### src/rtl/pad_bus_arbiter.sv
// pad_bus_arbiter
//   Shares one tristate pad bus among N requesters. Ownership is granted
//   round-robin and one requester can keep it for at most MAXHOLD cycles
//   while others wait. Between owners the bus idles for TURN cycles in the
//   turnaround state plus one cycle in idle, so two pad drivers never
//   overlap.
//
// Optional feature macro: PAD_BUS_ARBITER_LOCK_EN
//   When defined, adds lock_i. While the owner holds lock_i high, MAXHOLD
//   preemption is suppressed and the hold count parks at MAXHOLD. In that
//   case the grant is released only when the owner drops its request.
//
// Ports
//   clk_i   clock; all state changes on the rising edge
//   rst_i   synchronous active-high reset
//   req_i   per-requester bus request (level)
//   lock_i  owner lock (only with PAD_BUS_ARBITER_LOCK_EN)
//   gnt_o   one-hot registered grant; zero when the bus has no owner
//   oe_o    registered pad drive enable, always equal to |gnt_o
//   sel_o   index of the current or most recent owner (data mux select)
//   busy_o  high in the grant and turnaround states
module pad_bus_arbiter #(
  parameter int unsigned N       = 4,
  parameter int unsigned TURN    = 1,
  parameter int unsigned MAXHOLD = 8
) (
  input  logic                 clk_i,
  input  logic                 rst_i,
  input  logic [N-1:0]         req_i,
`ifdef PAD_BUS_ARBITER_LOCK_EN
  input  logic                 lock_i,
`endif
  output logic [N-1:0]         gnt_o,
  output logic                 oe_o,
  output logic [$clog2(N)-1:0] sel_o,
  output logic                 busy_o
);

  localparam int unsigned SelW = $clog2(N);

  localparam logic [1:0] StIdle  = 2'd0;
  localparam logic [1:0] StGrant = 2'd1;
  localparam logic [1:0] StTurn  = 2'd2;

  localparam logic [7:0]      HoldMax = 8'(MAXHOLD);
  localparam logic [2:0]      TurnLen = 3'(TURN);
  localparam logic [SelW-1:0] LastIdx = SelW'(N - 1);

  logic [1:0]      state_q, state_d;
  logic [N-1:0]    gnt_q, gnt_d;
  logic            oe_q, oe_d;
  logic [SelW-1:0] sel_q, sel_d;
  logic [SelW-1:0] ptr_q, ptr_d;
  logic [7:0]      hc_q, hc_d;
  logic [2:0]      tc_q, tc_d;

  logic lock;
`ifdef PAD_BUS_ARBITER_LOCK_EN
  assign lock = lock_i;
`else
  assign lock = 1'b0;
`endif

  // Round-robin winner: lowest requester at or above ptr_q, otherwise the
  // lowest requester overall (the wrap-around case). Each downward loop
  // leaves the lowest qualifying index in win.
  logic [SelW-1:0] win;
  always_comb begin
    win = '0;
    for (int i = N - 1; i >= 0; i--) begin
      if (req_i[i]) win = SelW'(i);
    end
    for (int i = N - 1; i >= 0; i--) begin
      if (req_i[i] && (SelW'(i) >= ptr_q)) win = SelW'(i);
    end
  end

  logic owner_req;
  logic rivals;
  logic at_max;
  logic release_now;

  assign owner_req   = |(req_i & gnt_q);
  assign rivals      = |(req_i & ~gnt_q);
  assign at_max      = (hc_q == HoldMax);
  // A dropped request and a MAXHOLD expiry in the same cycle are one release.
  assign release_now = ~owner_req | (at_max & rivals & ~lock);

  always_comb begin
    state_d = state_q;
    gnt_d   = gnt_q;
    sel_d   = sel_q;
    ptr_d   = ptr_q;
    hc_d    = hc_q;
    tc_d    = tc_q;

    case (state_q)
      StIdle: begin
        if (|req_i) begin
          gnt_d      = '0;
          gnt_d[win] = 1'b1;
          sel_d      = win;
          hc_d       = 8'd1;
          state_d    = StGrant;
        end
      end

      StGrant: begin
        if (release_now) begin
          gnt_d   = '0;
          ptr_d   = (sel_q == LastIdx) ? '0 : sel_q + SelW'(1);
          tc_d    = TurnLen;
          state_d = StTurn;
        end else if (at_max) begin
          // No competitor (or locked): keep the grant. Lock parks the count.
          hc_d = lock ? HoldMax : 8'd1;
        end else if (hc_q != 8'hFF) begin
          hc_d = hc_q + 8'd1;
        end
      end

      StTurn: begin
        // Requests are ignored here; arbitration resumes in idle.
        tc_d = tc_q - 3'd1;
        if (tc_q <= 3'd1) state_d = StIdle;
      end

      default: begin
        gnt_d   = '0;
        state_d = StIdle;
      end
    endcase

    oe_d = |gnt_d;
  end

  always_ff @(posedge clk_i) begin
    if (rst_i) begin
      state_q <= StIdle;
      gnt_q   <= '0;
      oe_q    <= 1'b0;
      sel_q   <= '0;
      ptr_q   <= '0;
      hc_q    <= '0;
      tc_q    <= '0;
    end else begin
      state_q <= state_d;
      gnt_q   <= gnt_d;
      oe_q    <= oe_d;
      sel_q   <= sel_d;
      ptr_q   <= ptr_d;
      hc_q    <= hc_d;
      tc_q    <= tc_d;
    end
  end

  assign gnt_o  = gnt_q;
  assign oe_o   = oe_q;
  assign sel_o  = sel_q;
  assign busy_o = (state_q != StIdle);

endmodule
### config.mk
export PLATFORM = sky130hd
export DESIGN_NAME = pad_bus_arbiter
export DESIGN_NICKNAME = d
export VERILOG_FILES = /design/src/rtl/pad_bus_arbiter.sv
export SDC_FILE = /design/constraint.sdc
export NUM_CORES = 1
export LEC_CHECK = 0
export CAP_MARGIN = 20
export CORE_UTILIZATION = 40
export CTS_BUF_LIST = sky130_fd_sc_hd__clkbuf_2
export CTS_CLUSTER_DIAMETER = 80
export DETAILED_ROUTE_END_ITERATION = 10
export PLACE_DENSITY_LB_ADDON = 0.12
export SKIP_CTS_REPAIR_TIMING = 1
export SYNTH_ARGS = -nofsm -noshare
export SYNTH_HDL_FRONTEND = slang
export SYNTH_SLANG_ARGS = --single-unit
### constraint.sdc
create_clock -name clk_i -period 2.3 [get_ports clk_i]
set_input_delay 0.345 -clock clk_i [delete_from_list [all_inputs] [get_ports clk_i]]
set_output_delay 0.345 -clock clk_i [all_outputs]
set_load 0.02 [all_outputs]
==> results of run 1 <==
## layout make-up
type                            count  area (um2)  area share [%]
Clock buffer                        3        15.0           0.955
Clock inverter                      1        3.75           0.239
Inverter                            9        33.8            2.15
Multi-Input combinational cell    126         856            54.5
Sequential cell                    22         440            28.0
Tap cell                           44        55.1            3.50
Timing Repair Buffer               18         168            10.7
## worst paths after layout
check                                start  endpoint  cells after the start
worst max-delay path            state_q[1]    busy_o                      2
worst min-delay path              ptr_q[0]  ptr_q[0]                      2
worst max register to register     hc_q[0]  ptr_q[0]                      7
worst min register to register    ptr_q[0]  ptr_q[0]                      2
## power breakdown
group,internal (mW),switching [mW],total [mW],leakage [nW]
clock network,0.0378,0.125,0.163,0.0140
logic,0.125,0.167,0.291,0.326
registers,0.412,0.0350,0.447,0.180
total,0.574,0.327,0.901,0.520
## cells in the mapped netlist, types with 2 or more instances
cell type | n | area (um2)
o21ai_1 | 10 | 50.1
ha_1 | 5 | 62.6
or4_1 | 2 | 15.0
nand3_1 | 5 | 25.0
o21a_1 | 2 | 15.0
nor2b_1 | 2 | 12.5
clkbuf_1 | 3 | 11.3
nand2_1 | 8 | 30.0
nand2b_1 | 3 | 18.8
dfxtp_1 | 22 | 440
or3_1 | 3 | 18.8
a211oi_1 | 5 | 37.5
nand3b_1 | 3 | 22.5
inv_1 | 9 | 33.8
o21ai_0 | 8 | 40.0
mux2i_1 | 5 | 50.1
buf_2 | 2 | 10.0
or2_1 | 2 | 12.5
o2111a_1 | 2 | 22.5
a21oi_1 | 22 | 110
nor2_1 | 10 | 37.5
a21oi_2 | 2 | 17.5
a22oi_1 | 2 | 15.0
nor3_1 | 3 | 15.0
o211ai_1 | 5 | 37.5
## layer usage
metal  share of wire (%)  global-route usage [%]  vias up  wire length (um)
met3                 2.7                    2.16        4                87
met2                  45                    29.5       24              1450
li1                    -                       -      638                 -
met5                   0                       0        -                 0
met4                0.93                    7.64        0                30
met1                  51                    28.7      583              1640
## logic make-up after synthesis
kind of cell / Yosys count / share of synthesized area [%]
compound gates: 65 / 32.0
xor+xnor: 1 / 0.648
fa+ha+maj: 5 / 4.63
buf+inv: 14 / 4.07
flops: 22 / 32.6
mux: 5 / 3.70
simple gates: 50 / 22.3
## cells in the final DEF (no fill, tap or decap), types with 8 or more instances in the layout
| cell | n |
|---|---|
| nand2_1 | 8 |
| a21oi_1 | 22 |
| o21ai_1 | 10 |
| inv_1 | 9 |
| clkdlybuf4s50_1 | 13 |
| o21ai_0 | 8 |
| dfxtp_1 | 22 |
| nor2_1 | 10 |
## stage by stage
step                      hold WS (ns)  power (mW)  instances
after floorplan                  0.468       0.637        162
after global placement           0.490       0.737        219
after detailed placement         0.493       0.744        219
after CTS                        0.519       0.907        223
after global routing             0.547       0.959        223
final                            0.518       0.901        223
## worst reg2reg max path, delay by kind of cell (launching register included)
kind                       cells  cell delay (ns)
adders and majority gates      1             0.14
DFF                            1             0.40
and+or+nand+nor                3             0.89
buffers and inverters          1             0.07
AOI/OAI and AO/OA              2             0.44
## flip-flops by register name, indices dropped and copies added, names as in the netlist
signal	count
gnt_o	4
hc_q	8
oe_o	1
ptr_q	2
sel_o	2
state_q	2
tc_q	3
==> out/qor.yml, run 1 <==
cpMaxStageDelayCell: "clkdlybuf4s50_1"
via_count: 1249
synth_edf_count: 0
peakVddDrop_mv: 0.318
initialDrtViolationCount: 68
ys_ff_latch: 22
ys.warnings.count: 0
grtUsageTotal_pct: 19.8
cpPeakStageDelay_ns: 0.61
cp_data_required_time_ns: 1.96
worst_slack_ns: 0.275
yosysUniqueCellTypes: 42
ys.flop_type: "dfxtp_1"
gp_congestion: 0.780
finalSetupViolCount: 0
ant_nets: 0
synth_seq_area_share_pct: 32.6
finalCoreUtilization_pct: 50.2
fin_crit_sh_pct: 88.0
viasPerCell: 5.60
hold_class: "flop to flop"
area_growth_pct: 16.3
clk_latency_ns: 0.34
status: "complete, no violations"
io_pins: 14
cp_num_buf_inv: 1
numClockSinks: 22
cts.clk_slew.worst_paths_ns: 0.22
die_w_um: 60.1
worst_pin_slew_ns: 0.638
leakagePower_nw: 0.520
coreArea_um2: 3130
htree_levels: 1
worstSetupEndpointType: "output pin"
grt_pass1_wl_um: 5420
grt_max_degree: 15
clockBufferDepth: 2
wirelength_um: 3210
antenna_cells: 0
grt_antenna_before_repair: 0
timing.fmax_mhz: 494
placed_area_um2: 1550
slew_viol_final: 0
synth.avg_cell_area_um2: 8.34
cp.arrival_ns: 1.68
die_y_um: 60.1
nets: 191
path_class: "flop to output pin"
drv_cap: 0
nFillCells: 302
drive_gt1_share_pct: 10.6
start_util_pct: 43.2
dieArea_um2: 3610
finClkSkew_ns: 0.00675
synth_cells: 162
cts_tree: "done"
dp_hpwl_um: 2380
grt_overflow: 0
drt-wirelength-per-cell_um: 14.4
path_max_fanout: 9
syn_nets: 173
drt_first_pass_iters: 4
r2r_slack_ns: 0.32
powerDensity_nw_per_um2: 573
rsz0062_at_grt: "false"
design_area_um2: 1570
drc: 0
portBuffers: 13
synth_async_sr_flop_share_pct: 0
row_count: 20
place_ws_ns: 0.0598
clock-root-buffer: "clkbuf_2"
finalHoldViolations: 0
period_minus_slack_ns: 2.02
slew_headroom_pct: 57.2
grt_pass1_vias: 1152
cp_cell_sequence: "or2_1 > clkdlybuf4s50_1"
crit_family: "buffers and inverters"
final.setup.tns_ns: 0
cp-start-kind: "flop"
cts_buffers: 3
syn_area_um2: 1350
No activity file was read; power rests on OpenSTA's default activity.
==> run 2, diff against run 1 <==
==> constraint.sdc (replaced) <==
create_clock -name clk_i -period 2.3 [get_ports clk_i]
set_input_delay 0.345 -clock clk_i [delete_from_list [all_inputs] [get_ports clk_i]]
set_output_delay 0.345 -clock clk_i [all_outputs]
set_load 0.01 [all_outputs]
==> results of run 2 <==
Same layout as run 1 (identical final DEF). Status: complete, no violations.
Main changes from that run: setup slack after layout 0.275 ns -> 0.322 ns; start point of the critical path state_q[1] -> hc_q[0]; end point of the critical path busy_o -> ptr_q[0]; total power 0.901 mW -> 0.890 mW; worst IR drop on VDD 0.318 mV -> 0.309 mV
==> run 3, diff against run 2 <==
--- a/config.mk
+++ b/config.mk
@@ -6,10 +6,11 @@
 export NUM_CORES = 1
 export LEC_CHECK = 0
 export CAP_MARGIN = 20
-export CORE_UTILIZATION = 40
+export CORE_UTILIZATION = 55
 export CTS_BUF_LIST = sky130_fd_sc_hd__clkbuf_2
 export CTS_CLUSTER_DIAMETER = 80
 export DETAILED_ROUTE_END_ITERATION = 10
+export GPL_ROUTABILITY_DRIVEN = 1
 export PLACE_DENSITY_LB_ADDON = 0.12
 export SKIP_CTS_REPAIR_TIMING = 1
 export SYNTH_ARGS = -nofsm -noshare
==> run 3 against run 2 <==
Net effect: clock skew fell by 0.0056 ns; hold slack got worse by 0.0063 ns; largest cell class unchanged; non-clock buffer count rose by 1; maximum frequency fell by 0.49%; routed wire length fell by 3.4%; via count rose by 0.72%; critical path type is now primary input to flop.
==> out/qor.yml, run 3 (same netlist as run 1, synthesis figures left out) <==
grt_antenna_before_repair: 0
power_mw: 0.873
timing.fmax_mhz: 503
p_int_mw: 0.572
clk_latency_ns: 0.33
finalSetupViolCount: 0
initialDrtViolationCount: 50
worst_pin_slew_ns: 0.581
nFillCells: 214
r2r_slack_ns: 0.33
leakagePower_nw: 0.524
period_minus_slack_ns: 1.99
die_w_um: 51.6
gp_congestion: 0.897
cp.arrival_ns: 2.21
grt_max_degree: 14
final_cell_mix: "22 x a21oi_1, 22 x dfxtp_1, 13 x clkdlybuf4s50_1"
path_class: "primary input to flop"
dieArea_um2: 2660
portBuffers: 13
nets: 192
p_sw_share_pct: 34.5
worst_slack_ns: 0.312
seq_power_share_pct: 50.8
cts_tree: "done"
hold_class: "flop to flop"
path_max_fanout: 8
finalHoldViolations: 0
clock-root-buffer: "clkbuf_2"
via_count: 1258
grt_overflow: 0
io_pins: 14
drc: 0
row_count: 17
fin_crit_sh_pct: 86.4
cts_buffers: 3
share_comb_of_total_power_pct: 32.1
cp-start-kind: "primary input"
worstSetupEndpointType: "flop"
finClkSkew_ns: 0.00118
area_growth_pct: 15.1
drt-wirelength-per-cell_um: 15.0
drt_first_pass_iters: 4
regMostFlops: "hc_q"
switching_power_mw: 0.301
grt_pass1_vias: 1114
drv_cap: 0
viasPerCell: 6.08
ant_nets: 0
die_y_um: 51.6
start_util_pct: 59.9
grt_pass1_wl_um: 5130
slew_viol_final: 0
cts.clk_slew.worst_paths_ns: 0.19
slew_headroom_pct: 60.9
final.setup.tns_ns: 0
place_ws_ns: 0.0286
grtUsageTotal_pct: 25.9
dp_hpwl_um: 2300
status: "complete, no violations"
peakVddDrop_mv: 0.571
finalCoreUtilization_pct: 69.0
htree_levels: 1
numClockSinks: 22
coreArea_um2: 2250
antenna_cells: 0
powerDensity_nw_per_um2: 561
clockBufferDepth: 2
cp_data_required_time_ns: 2.52
largest_reg_flops: 8
drive_gt1_share_pct: 11.2
wirelength_um: 3100
clockPowerShare_pct: 17.1
hold_slack_ns: 0.512
rsz0062_at_grt: "false"
run 3: cell count changes in the layout (fill, tap and decap cells not counted):
cell      delta
buf_4        +1
clkinv_1     -1
run 3: path summary, 6_finish.rpt:
path,from,to,cells after the start
worst max-delay path,req_i[0],tc_q[2],6
worst min-delay path,sel_o[1],sel_o[1],2
worst max register to register,hc_q[0],ptr_q[0],7
worst min register to register,sel_o[1],sel_o[1],2
run 3: per-stage QoR:
step / cell area (um2) / instances
final: 1560 / 207
after global routing: 1560 / 207
after CTS: 1560 / 207
after detailed placement: 1540 / 204
after global placement: 1540 / 204
after floorplan: 1350 / 162
run 3: worst max-delay path: stages:
cell	delay, ns
clkdlybuf4s50_1	0.61
a22oi_1	0.15
a21oi_2	0.24
o21a_1	0.34
o21ai_1	0.09
a2111oi_0	0.43
run 3: per-layer routing:
metal  up-vias  global-route usage, %  share of wire, %
li1        640                      -                 -
met1       585                   33.0                47
met2        29                   44.2                48
met3         4                   3.51               3.5
met4         0                   9.46               1.6
met5         -                      0                 0
run 3: power by group through the flow:
| stage | Sequential, mW | Combinational, mW | Clock, mW |
|---|---|---|---|
| CTS | 0.443 | 0.279 | 0.155 |
| global placement | 0.450 | 0.271 | 0 |
| finish | 0.444 | 0.280 | 0.149 |
| global route | 0.449 | 0.313 | 0.170 |
| detailed placement | 0.451 | 0.278 | 0 |
| floorplan | 0.448 | 0.178 | 0 |
run 3: area by class of cell:
type,count,area (um2),share of cell area [%]
tap,28,35.0,2.25
clock buffer,3,15.0,0.965
multi-input combinational,126,856,55.0
timing repair buffer,19,175,11.3
inverter,9,33.8,2.17
sequential,22,440,28.3
